File: config.mk
export PLATFORM = sky130hd
export DESIGN_NAME = channel_scanner_8x4b
export DESIGN_NICKNAME = d
export VERILOG_FILES = /design/src/rtl/scan_pkg.sv /design/src/rtl/rr_pick_8.sv /design/src/rtl/channel_scanner_8x4b.sv
export SDC_FILE = /design/constraint.sdc
export NUM_CORES = 1
export LEC_CHECK = 0
export ABC_CLOCK_PERIOD_IN_PS = 6300
export CORE_UTILIZATION = 52
export CTS_BUF_LIST = sky130_fd_sc_hd__clkbuf_16
export CTS_CLUSTER_SIZE = 14
export DETAILED_ROUTE_END_ITERATION = 8
export PLACE_DENSITY_LB_ADDON = 0.08
export SLEW_MARGIN = 20
export SYNTH_ARGS = -nofsm -noshare
export SYNTH_HDL_FRONTEND = slang
export SYNTH_SLANG_ARGS = --single-unit
File: constraint.sdc
create_clock -name i_clk -period 6.3 [get_ports i_clk]
set_clock_uncertainty 0.15 [all_clocks]
set_input_delay 1.575 -clock i_clk [delete_from_list [all_inputs] [get_ports i_clk]]
set_output_delay 1.575 -clock i_clk [all_outputs]
set_load 0.05 [all_outputs]
File: src/rtl/scan_pkg.sv
// Shared constants, FSM state encoding and select-decode helper for the
// round-robin channel scanner around the 8:1 nibble mux.
package scan_pkg;

  localparam int NCH   = 8;
  localparam int W     = 4;
  localparam int SEL_W = 3;

  typedef enum logic [1:0] {
    IDLE   = 2'd0,
    SETTLE = 2'd1,
    HOLD   = 2'd2
  } state_t;

  function automatic logic [NCH-1:0] sel_onehot(input logic [SEL_W-1:0] sel);
    logic [NCH-1:0] v;
    v = {{(NCH-1){1'b0}}, 1'b1};
    return v << sel;
  endfunction

endpackage

File: src/rtl/rr_pick_8.sv
// Combinational round-robin picker: first set bit of the eligible vector,
// searching upward from ptr and wrapping modulo 8.
module rr_pick_8
  import scan_pkg::*;
(
  input  logic [NCH-1:0]   i_elig,
  input  logic [SEL_W-1:0] i_ptr,
  output logic             o_any,
  output logic [SEL_W-1:0] o_grant
);

  logic [2*NCH-1:0] w_dbl;
  logic [NCH-1:0]   w_rot;
  logic [SEL_W-1:0] w_off;

  // Rotate so that bit 0 of w_rot is channel ptr.
  assign w_dbl = {i_elig, i_elig};
  assign w_rot = w_dbl[i_ptr +: NCH];

  // Lowest set bit of the rotated vector; scanning downward lets the lowest win.
  always_comb begin
    w_off = {SEL_W{1'b0}};
    for (int k = NCH - 1; k >= 0; k--) begin
      if (w_rot[k]) begin
        w_off = k[SEL_W-1:0];
      end else begin
        w_off = w_off;
      end
    end
  end

  assign o_any   = |i_elig;
  assign o_grant = i_ptr + w_off;

endmodule

File: src/rtl/channel_scanner_8x4b.sv
// Round-robin scanner driving the external 8:1 mux select and capturing its nibble
// onto a valid/ready port. Optional SCAN_MASK_EN adds a per-channel eligibility mask.
module channel_scanner_8x4b
  import scan_pkg::*;
(
  input  logic             i_clk,
  input  logic             i_rst,
  input  logic [NCH-1:0]   i_req,
  input  logic [W-1:0]     i_mux_out,
`ifdef SCAN_MASK_EN
  input  logic [NCH-1:0]   i_chan_mask,
`endif
  input  logic             i_out_ready,
  output logic [SEL_W-1:0] o_sel,
  output logic [W-1:0]     o_out_data,
  output logic [SEL_W-1:0] o_out_chan,
  output logic             o_out_valid,
  output logic [NCH-1:0]   o_ack
);

  state_t           r_state;
  logic [SEL_W-1:0] r_ptr;
  logic [SEL_W-1:0] r_sel;
  logic [W-1:0]     r_out_data;
  logic [SEL_W-1:0] r_out_chan;
  logic             r_out_valid;
  logic [NCH-1:0]   r_ack;

  logic [NCH-1:0]   w_elig;
  logic             w_any;
  logic [SEL_W-1:0] w_grant;

  // The mask only matters in IDLE, so an in-flight word is never affected by it.
`ifdef SCAN_MASK_EN
  assign w_elig = i_req & i_chan_mask;
`else
  assign w_elig = i_req;
`endif

  rr_pick_8 u_pick (
    .i_elig  (w_elig),
    .i_ptr   (r_ptr),
    .o_any   (w_any),
    .o_grant (w_grant)
  );

  // Scan FSM: grant, capture the settled mux output, then hold until accepted.
  always_ff @(posedge i_clk) begin
    if (i_rst) begin
      r_state     <= IDLE;
      r_ptr       <= {SEL_W{1'b0}};
      r_sel       <= {SEL_W{1'b0}};
      r_out_data  <= {W{1'b0}};
      r_out_chan  <= {SEL_W{1'b0}};
      r_out_valid <= 1'b0;
      r_ack       <= {NCH{1'b0}};
    end else begin
      case (r_state)
        IDLE: begin
          r_ack <= {NCH{1'b0}};
          if (w_any) begin
            r_sel   <= w_grant;
            r_state <= SETTLE;
          end else begin
            r_state <= IDLE;
          end
        end
        SETTLE: begin
          r_out_data  <= i_mux_out;
          r_out_chan  <= r_sel;
          r_out_valid <= 1'b1;
          r_ack       <= sel_onehot(r_sel);
          r_state     <= HOLD;
        end
        HOLD: begin
          r_ack <= {NCH{1'b0}};
          if (r_out_valid && i_out_ready) begin
            r_out_valid <= 1'b0;
            r_ptr       <= r_sel + 3'd1;
            r_state     <= IDLE;
          end else begin
            r_state <= HOLD;
          end
        end
        default: begin
          r_out_valid <= 1'b0;
          r_ack       <= {NCH{1'b0}};
          r_state     <= IDLE;
        end
      endcase
    end
  end

  assign o_sel       = r_sel;
  assign o_out_data  = r_out_data;
  assign o_out_chan  = r_out_chan;
  assign o_out_valid = r_out_valid;
  assign o_ack       = r_ack;

endmodule

After elaboration in Yosys (flattened, before gate mapping)
Cells that the tools add are included.
{"block": "word_totals", "output_inout_bits": 19, "word_cells": 36, "register_bits": 24, "inputBits": 15}
{"block": "op_classes", "shift": 2, "bitwise_logic": 2, "muxes": 13, "addsub": 2, "eq_ne": 3, "n_reduce_logical": 7}
{"operator": "3-bit two-way mux", "n": 8}
{"operator": "16-bit by 4-bit indexed part select with 8-bit output", "n": 1}
{"operator": "8-bit OR reduction", "n": 1}
{"operator": "1-bit by 3-bit left shift with 8-bit output, first input constant", "n": 1}
{"operator": "2-bit case mux with 3 select lines", "n": 1}
{"operator": "2-bit AND reduction", "n": 3}
{"operator": "3-bit by 1-bit adder with 3-bit output, second input constant", "n": 1}
{"operator": "3-bit adder", "n": 1}
{"operator": "1-bit case mux with 3 select lines", "n": 1}
{"operator": "2-bit by 1-bit equality test with 1-bit output, second input constant", "n": 1}
{"operator": "2-bit equality test, second input constant", "n": 1}
{"operator": "2-bit logical NOT", "n": 1}
{"operator": "1-bit two-way mux", "n": 2}
{"operator": "2-bit two-way mux", "n": 1}
{"operator": "2-bit inequality test, second input constant", "n": 1}
{"operator": "1-bit NOT", "n": 2}
{"operator": "2-bit OR reduction", "n": 1}
{"operator": "1-bit logical AND", "n": 1}

Longest topological paths before layout
Gate-level depths: netlist of run 1.
{"block": "logic_depth", "depth_word": 10, "depth_mapped": 15, "ltp_nobuf": 13}

Modules after synthesis
From an unflattened synthesis of run 1, not the netlist that was laid out.
{"block": "unflattened", "cells_unflattened": 130, "hier_area_um2": 1407.6}
{"mod": "channel_scanner_8x4b", "seq_area_each_um2": 480.5, "cells_per_inst": 80, "area_each_um2": 888.4, "n_inst": 1}
{"mod": "rr_pick_8", "seq_area_each_um2": 0.0, "cells_per_inst": 50, "area_each_um2": 519.2, "n_inst": 1}

Worst setup path before layout of run 1
Ideal clock, no wire load.
{"block": "synth_timing", "path_type": "in2reg", "from": "in i_req[7]", "to": "reg r_sel[2], in the netlist o_sel[2]", "path_buffers": 0, "setup_ns": 0.095, "cell_stages": 12, "required_time_ns": 6.055, "slack_ns": 2.647, "arrival_ns": 3.407, "path_cell_list": "inv_1 > a211o_1 > a31oi_1 > o221ai_1 > a21oi_1 > a2bb2o_1 > ha_1 > inv_1 > fa_1 > xnor2_1 > nand3b_1 > o311ai_1"}
{"block": "synth_between", "elab_chain_cells": 10, "elab_cells_between_ends": 12, "cone_classes": "1 x add/sub; 1 x shift; 8 x mux; 2 x reduce/logical"}
{"element": "from (decl)", "line_no": "channel_scanner_8x4b.sv:8", "rtl": "input logic [NCH-1:0] i_req,"}
{"element": "16-bit by 4-bit indexed part select with 8-bit output", "line_no": "rr_pick_8.sv:18", "rtl": "assign w_rot = w_dbl[i_ptr +: NCH];"}
{"element": "3-bit two-way mux (8 in a row)", "line_no": "rr_pick_8.sv:24", "rtl": "if (w_rot[k]) begin"}
{"element": "3-bit adder", "line_no": "rr_pick_8.sv:33", "rtl": "assign o_grant = i_ptr + w_off;"}
{"element": "to (signal assigned)", "line_no": "channel_scanner_8x4b.sv:52", "rtl": "r_sel <= {SEL_W{1'b0}};"}
{"element": "to (signal assigned)", "line_no": "channel_scanner_8x4b.sv:62", "rtl": "r_sel <= w_grant;"}
{"element": "to (decl)", "line_no": "channel_scanner_8x4b.sv:23", "rtl": "logic [SEL_W-1:0] r_sel;"}
Parallel ways exist; a longest one is shown, timed or not.
A chain may end at the register's enable or synchronous reset.

Worst setup path after layout of run 1
{"block": "layout_timing", "from": "in i_req[2]", "to": "reg r_sel[2], in the netlist o_sel[2]"}
The elaborated chain is that of the path after synthesis.

==> results of run 1 <==
sequential cells by signal, summed over array words and instances, names as in the netlist:
| signal | count |
|---|---|
| o_out_data | 4 |
| o_ack | 8 |
| o_sel | 3 |
| r_state | 2 |
| o_out_valid | 1 |
| o_out_chan | 3 |
| r_ptr | 3 |
worst max-delay path, stage by stage:
cell and delay (ps):
sky130_fd_sc_hd__clkdlybuf4s50_1 530, sky130_fd_sc_hd__inv_1 160, sky130_fd_sc_hd__a21oi_1 80, sky130_fd_sc_hd__mux4_2 500, sky130_fd_sc_hd__o22ai_1 130, sky130_fd_sc_hd__a2bb2o_1 300, sky130_fd_sc_hd__ha_1 170, sky130_fd_sc_hd__inv_1 60
sky130_fd_sc_hd__fa_1 170, sky130_fd_sc_hd__xnor2_1 140, sky130_fd_sc_hd__nand3b_1 100, sky130_fd_sc_hd__o311ai_1 240
where the power goes:
group | internal (uW) | switching [uW] | leakage, uW | total [uW]
Sequential | 160 | 8.34 | 0.000195 | 168
Clock | 84.6 | 49.4 | 0.0000385 | 134
Combinational | 34.8 | 53.1 | 0.000410 | 87.9
placed cells by master (no fill, tap or decap), drive strengths merged, types with 2 or more instances in the layout:
master	count
clkdlybuf4s50	33
dfxtp	24
a21oi	22
nand2	21
nor2	13
inv	9
and2	8
nor3	7
ha	5
nand2b	4
nor2b	3
nand3	3
nand4b	3
clkbuf	3
mux4	3
a31oi	2
o211ai	2
a211oi	2
xnor2	2
nand4	2
a311oi	2
cell type report:
class / count / share of cell area [%]
clock buffers: 3 / 4.28
clock inverters: 1 / 0.214
inverters: 9 / 1.93
multi-input cells: 121 / 45.2
flip-flops and latches: 24 / 27.4
well taps: 30 / 2.14
repair buffers: 33 / 18.8
routing by layer:
metal	GRT usage, %	vias to the layer above	share of wire, %
met1	26.0	590	41
met4	12.3	0	1.7
li1	-	643	-
met5	0	-	0
met3	2.87	6	5.2
met2	40.1	52	52
stage by stage:
stage | utilization (%) | worst slack [ps]
after detailed placement | 67.6 | 1920
after global placement | 67.6 | 1980
after CTS | 70.8 | 2180
after floorplan | - | 2650
after global routing | 70.8 | 1940
final | 70.8 | 2160
cells by family after synthesis:
logic type | synth area share [%]
AO/OA/AOI/OAI | 20.0
XOR/XNOR | 1.29
adder cells (fa/ha/maj) | 6.10
buffers and inverters | 6.01
flip-flops | 35.5
multiplexers | 6.01
AND/OR/NAND/NOR | 25.1
synth_stat cells, drive strengths merged (2+ instances only):
cell / count
nand3: 3
o211ai: 2
a311oi: 2
mux4: 3
nand4b: 3
clkbuf: 4
buf: 5
xnor2: 2
a31oi: 2
inv: 9
a21oi: 22
and2: 8
nor2b: 3
ha: 5
nand2b: 4
dfxtp: 24
nand2: 21
nand4: 2
nor2: 13
a211oi: 2
nor3: 7
path summary, 6_finish.rpt:
path	from	slack, ps	to	depth (start not counted)
worst min register to register	o_out_chan[2]	310	o_out_chan[2]	2
worst max register to register	r_ptr[0]	3300	o_sel[2]	12
worst min-delay path	o_out_chan[2]	310	o_out_chan[2]	2
worst max-delay path	i_req[2]	2160	o_sel[2]	12
==> results.md, run 1 <==
- In this run the tightest slew margin relative to its limit is between 50% and 60%.
- The wire length after detailed routing is 2860 um.
- After synthesis, the mean cell area works out to ~8.3 um2.
- The number of antenna violations at the first check in global routing is 0.
- The clock reaches the later pin of the worst-skew pair after 250 ps.
- In this run the post-CTS setup repair buffer count came out at 0.
- The initial standard-cell utilization of the core is approximately 55%.
- The number of placed cells counting well taps is 217.
- The final non-filler cell area is 1750 um2.
- On the final layout, the worst hold slack is 306 ps.
- The residual antenna-violating net count after detailed routing is 0.
- The setup path with the least slack is of type input port to flop.
- Of all nets on the critical path, the largest fanout is 7.
- The routed layout has between 1k and 1.5k vias.
- The total CTS buffers is 3.
- After detailed routing, the number of remaining DRC violations is 1.
- The peak supply drop is between 0.0002 and 0.00025 V.
- The number of nets produced by synthesis is 184.
- In the final layout, flip-flops and latches occupy between 400 and 500 um2.
- The final reports fail on design-rule violations.
- The flow ran to the end, but the final reports show violations.
- The total setup violations reported at the end of the flow is 0.
- In this run, synthesis produced a sequential element count of 24.
- The total half-perimeter wirelength after legalization and detailed placement is roughly 2200 um.
- The fmax is between 0.2 and 0.25 GHz.
- The max-capacitance violation count is 0.
- Clock-pin slew was measured on the worst setup and hold paths at approximately 60 ps.
- The number of enable-type register cells in the synthesized netlist is 0.
- The core box area is around 2500 um2.
- The min-delay analysis places its worst path in the category flop to flop.
- The number of hold violations in the final report was 0.
- The overall die area is 2810 um2.
- TritonCTS built the clock tree.
- Cells with a size suffix above 1 make up ~3.1% of the layout.
- The floorplan has 18 rows.
- The count of pins over their slew limit is 0.
- The critical path data required time is approximately 6300 ps.
- The global-route wire length before repair is roughly 4700 um.
- The number of primary I/O pins is 34.
- For this design, the sink count on the clock tree is 24.
- The power per standard cell area is around 220 nW/um2.
- Once placement finished, the instance area stood at 1670 um2.
- The height of the die is 53.0 um.
- The detailed-router iteration count before antenna repair is 6.
- The most area-hungry cell type in the Yosys netlist is sky130_fd_sc_hd__dfxtp_1.
- The remaining global-route overflow is 0.
- The final total power is 390 uW.
- The number of DRC markers after the initial detailed-route iteration is 23.
- The worst setup path is launched from an input port.
- After synthesis, the cell types taking the most area are sky130_fd_sc_hd__dfxtp_1 35%, sky130_fd_sc_hd__a21oi_1 8.1%, sky130_fd_sc_hd__nand2_1 5.8%, sky130_fd_sc_hd__ha_1 4.6%, sky130_fd_sc_hd__and2_1 3.7%.
- The synthesized netlist cell count is 163.
- The critical path capture point type is a flop.
- Data arrives at the worst endpoint at roughly 4200 ps.
- Of all flip-flops after synthesis, the portion carrying an async set or reset was 0%.
- The combined area of all synthesized cells is between 1000 and 1500 um2.
- The number of unique standard cell types used by synthesis is 43.
- The setup TNS is 0 ps.
- The static leakage is around 0.00064 uW.
- Global routing used a little under a quarter of the available tracks.
- The worst path uses 65.8% of the clock period.
- The area growth from synthesis to layout is 29.5%.
- After detailed routing, the average wire length per cell comes to ~13 um.
- Buffers placed on the I/O ports in this run total 33.
- The top-area cell type share of the netlist area is a little over a third.
- The level count of the clock H-tree is 1.
- Counting along the longest clock path gives a buffer depth of 2.
- Yosys printed 0 warnings.
- Of the synthesized area, sequential elements account for between 30% and 40%.
- The number of instances resized during post-cts repair is 0.
- The number of nets in the finished design is roughly 210.
- At the end of routability-driven placement, the weighted congestion stood at 0.941.
- The pin count of the biggest net entering global routing is 22.
- The slew at the pin closest to its max-slew limit is about 700 ps.
- The x dimension of the die is between 50 and 60 um.
- The vias per cell is 5.84.
- The multi-input combinational cells in the finished layout cover a total of slightly below 800 um2.
- The number of diodes added for antenna fixing is 0.
- The final cell count without fillers is roughly 220.
- The hold-fix buffer count after cts is 0.
- The number of fill cells is between 200 and 250.
- The smallest clock period supported by the final layout is computed as around 4100 ps.
- The via count of the first global-routing pass came to between 1k and 1.5k.
- The library cell used as clock root buffer is sky130_fd_sc_hd__clkbuf_16.
- Among all flip-flop cells after synthesis, the most frequent one is sky130_fd_sc_hd__dfxtp_1.
- Setup repair after global routing left no endpoint under its margin.
(Power assumes the default switching activity.)
==> run 2: changes to the inputs <==
--- a/config.mk
+++ b/config.mk
@@ -5,8 +5,8 @@
 export SDC_FILE = /design/constraint.sdc
 export NUM_CORES = 1
 export LEC_CHECK = 0
-export ABC_CLOCK_PERIOD_IN_PS = 6300
-export CORE_UTILIZATION = 52
+export ABC_CLOCK_PERIOD_IN_PS = 3400
+export CORE_UTILIZATION = 44
 export CTS_BUF_LIST = sky130_fd_sc_hd__clkbuf_16
 export CTS_CLUSTER_SIZE = 14
 export DETAILED_ROUTE_END_ITERATION = 8
==> constraint.sdc (replaced) <==
create_clock -name i_clk -period 3.4 [get_ports i_clk]
set_clock_uncertainty 0.15 [all_clocks]
set_input_delay 0.85 -clock i_clk [delete_from_list [all_inputs] [get_ports i_clk]]
set_output_delay 0.85 -clock i_clk [all_outputs]
set_load 0.05 [all_outputs]
==> run 2 against run 1 <==
The run still ends with design-rule violations left. Non-clock buffer count is 20 higher. Critical path depth stayed put. Worst setup slack worse by 1900 ps. Largest cell class unchanged.
==> results.md, run 2 (synthesis results as in run 1) <==
- The routed design uses approximately 1600 um of met2 wire.
- Once layout is complete, the utilization of the core stands at between 60% and 70%.
- The largest fanout on the critical path is 21.
- Net switching is around a quarter of the power.
- For this design the static power due to leakage is about 0.0008 uW.
- The final layout contains approximately 230 nets.
- The net load switching power is about 220 uW.
- The count of pins over their slew limit is 0.
- The slew at the pin closest to its max-slew limit is around 730 ps.
- For this block, the routed nets add up to between 3000 and 4000 um of wire.
- The number of hold violations in the final report is 0.
- The area growth from synthesis to layout is 45.3%.
- In this run the number of H-tree levels came out at 1.
- The library cell used as clock root buffer is sky130_fd_sc_hd__clkbuf_16.
- The overall die area is around 3300 um2.
- For this run, the top clock speed supported by timing is around 0.32 GHz.
- The number of buffers added for setup after CTS is 0.
- In this run the worst hold path is classified as flop to flop.
- Power spread over the standard cell area amounts to 422 nW/um2.
- Setup repair after global routing left no endpoint under its margin.
- STA puts the critical path data required time at roughly 3400 ps.
- The height of the die is approximately 57 um.
- The die is roughly 57 um wide.
- Cells with a size suffix above 1 make up 17.5% of the layout.
- The number of placed cells counting well taps is about 240.
- The global placement routability congestion is roughly 0.86.
- In this run the count of I/O pins placed on the die edge is 34.
- The total setup violations reported at the end of the flow is 0.
- The setup slack on the worst flop-to-flop path is approximately 280 ps.
- Detailed placement ended at an HPWL of about 2500 um.
- For this block, wires on met1 add up to 1520 um.
- The TritonCTS sink count is 24.
- The checks that failed: design-rule violations.
- The type of the setup path with the least slack is flop to flop.
- The number of fill cells is roughly 220.
- The core region is approximately 2800 um2.
- Once placement finished, the instance area stood at 1830 um2.
- The relative max-transition margin is between 50 and 60%.
- The global-route wire length before repair is 5720 um.
- The top cell types in the final layout, fill and taps aside, are 25 x sky130_fd_sc_hd__clkdlybuf4s50_1, 24 x sky130_fd_sc_hd__dfxtp_1, 22 x sky130_fd_sc_hd__a21oi_1.
- The design draws 829 uW.
- Data on the critical path arrives at its endpoint at 3130 ps.
- The share of the clock period used by the worst path after layout is 91.9%.
- The pin count of the biggest net entering global routing is 22.
- The residual antenna-violating net count after detailed routing is 0.
- For this configuration, the core starts out at a cell density of a little under half.
- The part of the power in combinational logic is between 20 and 25%.
- The run finished, with violations left.
- The highest layer touched by signal routing is met4.
- The design internal power is between 600 and 700 uW.
- Final hold analysis gives a worst-case slack of just over 300 ps.
- The initialized floorplan defines 19 standard-cell rows.
- The via count of the first global-routing pass is approximately 1.3k.
- After routing the design area is 1970 um2.
- The number of flip-flops under the largest register name is 8.
- Dividing the detail-routed via count by the number of cells gives around 5.6.
- Before antenna repair, the detailed router went through 8 iterations.
- The TritonCTS clock tree is built.
- Dividing the detail-routed wire length by the instance count gives around 14 um.
- The final cell count without fillers is approximately 240.
- Global routing consumed, over all layers together, 22.1% of the routing resources.
- Clock-pin slew was measured on the worst setup and hold paths at about 60 ps.
- The clock network burns about two fifths of the power.
- The minimum clock period is ~3100 ps.
- STA classifies the critical path endpoint as a flop.
- The number of DRC violations after detailed routing is 4.
- The number of diodes added for antenna fixing is 0.
- The tool flagged a number of max-cap violations equal to 0.
- Detailed routing inserted a total of between 1k and 1.5k vias.
- In the detailed route, the total length drawn on met3 is about 140 um.
- IR analysis of the VDD net gives a maximum drop of 0.000277 V.
- Leaving out fill and tap cells, the most frequent cell in the layout is sky130_fd_sc_hd__clkdlybuf4s50_1.
- The number of antenna violations at the first check in global routing is 0.
- The nature of the critical path startpoint is a flop.
- During placement, the flow inserted port buffers numbering 33.
- Buffers inserted to repair hold after CTS numbered 0.
- The number of clock buffers added by TritonCTS is 3.
- For this run the aggregate overflow at the end of global routing stands at 0.
- In this run, the number of DRC markers left after iteration 0 of detailed routing was 48.
- The clock reaches the later pin of the worst-skew pair after roughly 260 ps.
- The maximum buffer depth of the clock tree is 2.
- The proportion of power drawn by flip-flops and latches is a little under two fifths.
[run 2: metal layers]
| layer | GRT usage, % | vias to the layer above |
|---|---|---|
| met3 | 4.54 | 7 |
| met1 | 28.0 | 636 |
| met2 | 37.4 | 37 |
| met5 | 0 | - |
| met4 | 7.67 | 0 |
| li1 | - | 677 |
[run 2: cell type report]
cell class,count,area [um2],share of cell area [%]
clock buffers,3,75.1,3.82
clock inverters,1,30.0,1.53
multi-input cells,121,816,41.5
repair buffers,53,493,25.1
well taps,31,38.8,1.97
inverters,9,33.8,1.72
flip-flops and latches,24,480,24.4
[run 2: power by group through the flow]
stage / sequential (uW) / clock [uW] / combinational, uW
2_1_floorplan: 353 / 0 / 70.1
4_1_cts: 311 / 336 / 183
3_5_place_dp: 318 / 0 / 182
5_1_grt: 313 / 349 / 201
6_report: 311 / 333 / 185
3_3_place_gp: 316 / 0 / 178
[run 2: stage by stage]
stage	TNS (ps)	setup slack [ps]
6_report	0	277
5_1_grt	0	32.3
4_1_cts	0	15.5
3_5_place_dp	-511	-284
3_3_place_gp	-353	-192
2_1_floorplan	0	472
[run 2: worst paths after layout]
check / start / endpoint / cells after the start
min: o_out_data[2] / o_out_data[2] / 2
min reg2reg: o_out_data[2] / o_out_data[2] / 2
max: r_ptr[0] / o_sel[2] / 12
max reg2reg: r_ptr[0] / o_sel[2] / 12
[run 2: critical path, stage by stage (launching register included)]
cell                       delay (ps)
sky130_fd_sc_hd__dfxtp_1          790
sky130_fd_sc_hd__nand2b_1         210
sky130_fd_sc_hd__a21oi_1           70
sky130_fd_sc_hd__a31oi_1          160
sky130_fd_sc_hd__o221ai_1         160
sky130_fd_sc_hd__a21oi_1          140
sky130_fd_sc_hd__a2bb2o_2         170
sky130_fd_sc_hd__ha_1             140
sky130_fd_sc_hd__inv_1             60
sky130_fd_sc_hd__fa_2             400
sky130_fd_sc_hd__xnor2_2          190
sky130_fd_sc_hd__nand3b_1         100
sky130_fd_sc_hd__o311ai_1         280
[run 2: what timing repair did]
item | in CTS | in global routing
pin swaps | 0 | 5
endpoints found under the setup margin | 1 | 2
gates resized for setup | 1 | 20
==> run 3: changes to the inputs <==
--- a/config.mk
+++ b/config.mk
@@ -5,6 +5,7 @@
 export SDC_FILE = /design/constraint.sdc
 export NUM_CORES = 1
 export LEC_CHECK = 0
+export ABC_AREA = 1
 export ABC_CLOCK_PERIOD_IN_PS = 3400
 export CORE_UTILIZATION = 44
 export CTS_BUF_LIST = sky130_fd_sc_hd__clkbuf_16
==> run 3 against run 2 <==
The run still ends with design-rule violations left. Maximum frequency down 3.5%. Critical endpoint unchanged. Total power up 5.8%. Hold slack better by 24 ps.
==> results.md, run 3 <==
- The flow ran to the end, but the final reports show violations.
- The final reports fail on design-rule violations.
- The worst-case IR drop observed on VDD is roughly 0.00032 V.
- The level count of the clock H-tree is 1.
- The insertion delay to the later sink of the worst-skew pair is around 250 ps.
- The count of pins over their slew limit is 0.
- The detailed-router iteration count before antenna repair is 8.
- For this run, the register share of the synthesized area comes to around a third.
- After synthesis the netlist holds a flip-flop and latch count of 24.
- The kind of cell with the highest combined delay along the critical path is simple AND/OR/NAND/NOR gates.
- Cells with a size suffix above 1 make up 15.8% of the layout.
- Across every metal layer, demand over resource in global routing totals between 10% and 20%.
- After synthesis, the most frequently instantiated cells are 42 x sky130_fd_sc_hd__nand2_1, 24 x sky130_fd_sc_hd__dfxtp_1, 22 x sky130_fd_sc_hd__nand3_1.
- After synthesis, the cell types taking the most area are sky130_fd_sc_hd__dfxtp_1 35%, sky130_fd_sc_hd__nand2_1 12%, sky130_fd_sc_hd__nand3_1 8.1%, sky130_fd_sc_hd__nand2_2 6.0%, sky130_fd_sc_hd__nor2_1 5.5%.
- The number of antenna diodes in the final layout is 0.
- The number of DRC markers after the initial detailed-route iteration is 38.
- The library cell used as clock root buffer is sky130_fd_sc_hd__clkbuf_16.
- Once the floorplan was initialized, standard cells occupied 47.9% of the core.
- The most area-hungry cell type in the Yosys netlist is sky130_fd_sc_hd__dfxtp_1.
- The largest fanout on the critical path is 3.
- The total CTS buffers is 3.
- When the netlist entered floorplanning its net count stood at roughly 210.
- Across the run, the number of max-cap violations was 0.
- The most numerous cell on the critical path is sky130_fd_sc_hd__nand2_1.
- The critical path goes through clkdlybuf4s50_1 -> nand2_1 -> nand3_1 -> nand3_1 -> nand2_1 -> inv_1 -> nand2_1 -> nand2_1 -> nand2_1 -> nand2_1 -> a21boi_1 -> ha_1 -> inv_1 -> fa_1 -> xor2_2 -> inv_1 -> nand3_1 -> nand2_1 -> a21oi_2.
- The post-detailed-route wirelength per cell is around 12 um.
- In this run the core area contains 19 standard-cell rows.
- Summing every instance area after synthesis gives approximately 1400 um2.
- Yosys printed 0 warnings.
- The synthesized design contains 0 enable-type register cells.
- The hold-fix buffer count after cts is 0.
- The critical path arrival is around 3200 ps.
- The fraction of synthesis flops using an asynchronous set or reset pin is 0%.
- The worst setup path is captured at a flop.
- The detail route stage leaves a number of antenna-violating nets equal to 0.
- The min-delay analysis places its worst path in the category flop to flop.
- In this run the horizontal extent of the chip is about 58 um.
- The top-area cell type share of the netlist area is 35.2%.
- The top cell types in the final layout, fill and taps aside, are 42 x sky130_fd_sc_hd__nand2_1, 33 x sky130_fd_sc_hd__clkdlybuf4s50_1, 24 x sky130_fd_sc_hd__dfxtp_1.
- The fmax is around 0.3 GHz.
- The number of buffers added for setup after CTS is 0.
- The clock transition at the registers of the reported paths is 60 ps.
- The total half-perimeter wirelength after legalization and detailed placement is 2470 um.
- Setup slack on the worst reg-to-reg path comes out at around 540 ps.
- In this run the critical register-to-register path is captured at o_sel[2].
- The minimum clock period is 3240 ps.
- Setup total negative slack on the finished layout was measured at 0 ps.
- The core box area is about 2900 um2.
- Headroom to the max-slew limit came out at roughly two thirds.
- The overall die area is 3330 um2.
- The type of the setup path with the least slack is input port to flop.
- The tree built by TritonCTS fans out to 24 sinks.
- From synthesis to final layout, the design area changed by 35.4%.
- The startpoint identified for the worst hold timing path is o_out_chan[2].
- The total overflow left after global routing is 0.
- The via count of the first global-routing pass is 1185.
- Detailed routing inserted a total of about 1.3k vias.
- Setup violations remaining at the end of the flow were counted as 0.
- The number of antenna violations at the first check in global routing is 0.
- In the synthesized netlist the dominant register cell turns out to be sky130_fd_sc_hd__dfxtp_1.
- Leaving out fill and tap cells, the most frequent cell in the layout is sky130_fd_sc_hd__nand2_1.
- In the routed design, unresolved DRC markers number 1.
- Using the TritonRoute via totals, the vias-per-cell ratio works out to 5.06.
- The most frequent cell after synthesis is sky130_fd_sc_hd__nand2_1.
- In this run the critical register-to-register path is launched from r_ptr[0].
- The number of fill cells is 248.
- Post-CTS repair changed the size of 0 cells.
- The setup slack at placement is -57.5 ps.
- The total stage count of the critical path is 19.
- The register with the most flip-flops in the layout has 8 of them.
- TritonCTS built the clock tree.
- The pin count of the biggest net entering global routing is 15.
- The number of hold violations in the final report is 0.
- STA puts the critical path data required time at about 3400 ps.
- The number of unique standard cell types used by synthesis is 25.
- The delay of the slowest cell on the worst path is roughly 520 ps.
- A synthesized cell averages between 7 and 8 um2.
- The final non-filler cell area is approximately 1800 um2.
- For the pin with the worst max-slew slack, the measured transition is approximately 500 ps.
- The maximum buffer depth of the clock tree is 2.
- Buffers placed on the I/O ports in this run total 33.
- The end point of the worst hold path is o_out_chan[2].
- The number of primary I/O pins is 34.
- Dividing the final minimum period by the clock period gives a little over nine tenths.
- The wire length after detailed routing is 3120 um.
- Routability-driven placement finished with a final weighted congestion of between 0.8 and 0.9.
- The nature of the critical path startpoint is an input port.
- The number of nets in the finished design is 250.
- The power per standard cell area is 475 nW/um2.
- The synthesized netlist cell count is roughly 190.
- The number of cells on the worst reg-to-reg path is 18.
- Counting both buffers and inverters, the worst setup path holds a total of 4.
- Counting instances, the worst hold path has a depth of 2.
- The static leakage is a little over 0.0008 uW.
- The global-route wire length before repair is 5040 um.
- The placed instances occupy a cell area of 1730 um2.
- The height of the die is just under 60 um.
- The slowest stage of the critical path is the sky130_fd_sc_hd__clkdlybuf4s50_1 cell.
- Setup slack closes at about 160 ps.
run 3: layout make-up:
cell class	count	area [um2]	share of cell area [%]
Sequential cell	24	480	26.0
Clock inverter	1	30.0	1.62
Inverter	20	82.6	4.47
Tap cell	31	38.8	2.10
Multi-Input combinational cell	143	781	42.2
Clock buffer	3	75.1	4.06
Timing Repair Buffer	37	360	19.5
run 3: worst max path at each step:
| stage | startpoint | endpoint | slack, ps |
|---|---|---|---|
| finish | i_req[0] | o_sel[2] | 160 |
| floorplan | i_req[0] | o_sel[2] | 700 |
| detailed placement | i_req[2] | o_sel[2] | -60 |
| global placement | i_req[2] | o_sel[2] | 50 |
| global route | i_req[1] | o_sel[2] | -30 |
| CTS | i_req[2] | o_sel[2] | 210 |
run 3: per-stage QoR:
stage / utilization (%) / std cells / hold slack [ps] / power, uW
2_1_floorplan: - / 191 / 307 / 472
4_1_cts: 64.3 / 259 / 325 / 886
5_1_grt: 64.8 / 259 / 357 / 918
3_3_place_gp: 60.7 / 255 / 312 / 548
3_5_place_dp: 60.7 / 255 / 318 / 554
6_report: 64.8 / 259 / 327 / 878
run 3: tightest hold or removal path, cell delays in order, from the launching register on:
cell,delay [ps]
sky130_fd_sc_hd__dfxtp_1,310
sky130_fd_sc_hd__nand3_1,70
sky130_fd_sc_hd__nand2_1,50
run 3: report_power, final:
group	internal [uW]	switching [uW]
sequential	303	18.3
combinational	81.1	146
clock	234	95.2
run 3: cell families after synthesis:
logic type      Yosys count  synth area share (%)
fa+ha+maj                 6                  6.05
simple gates            110                  39.1
compound gates           25                  9.81
flops                    24                  35.2
xor+xnor                  2                  1.28
buf+inv                  24                  8.52
run 3: per-layer routing:
metal  share of wire (%)  GRT usage [%]
met1                  48           27.0
met2                  48           30.9
met3                 3.5           4.91
met4                   0           2.04
met5                   0              0
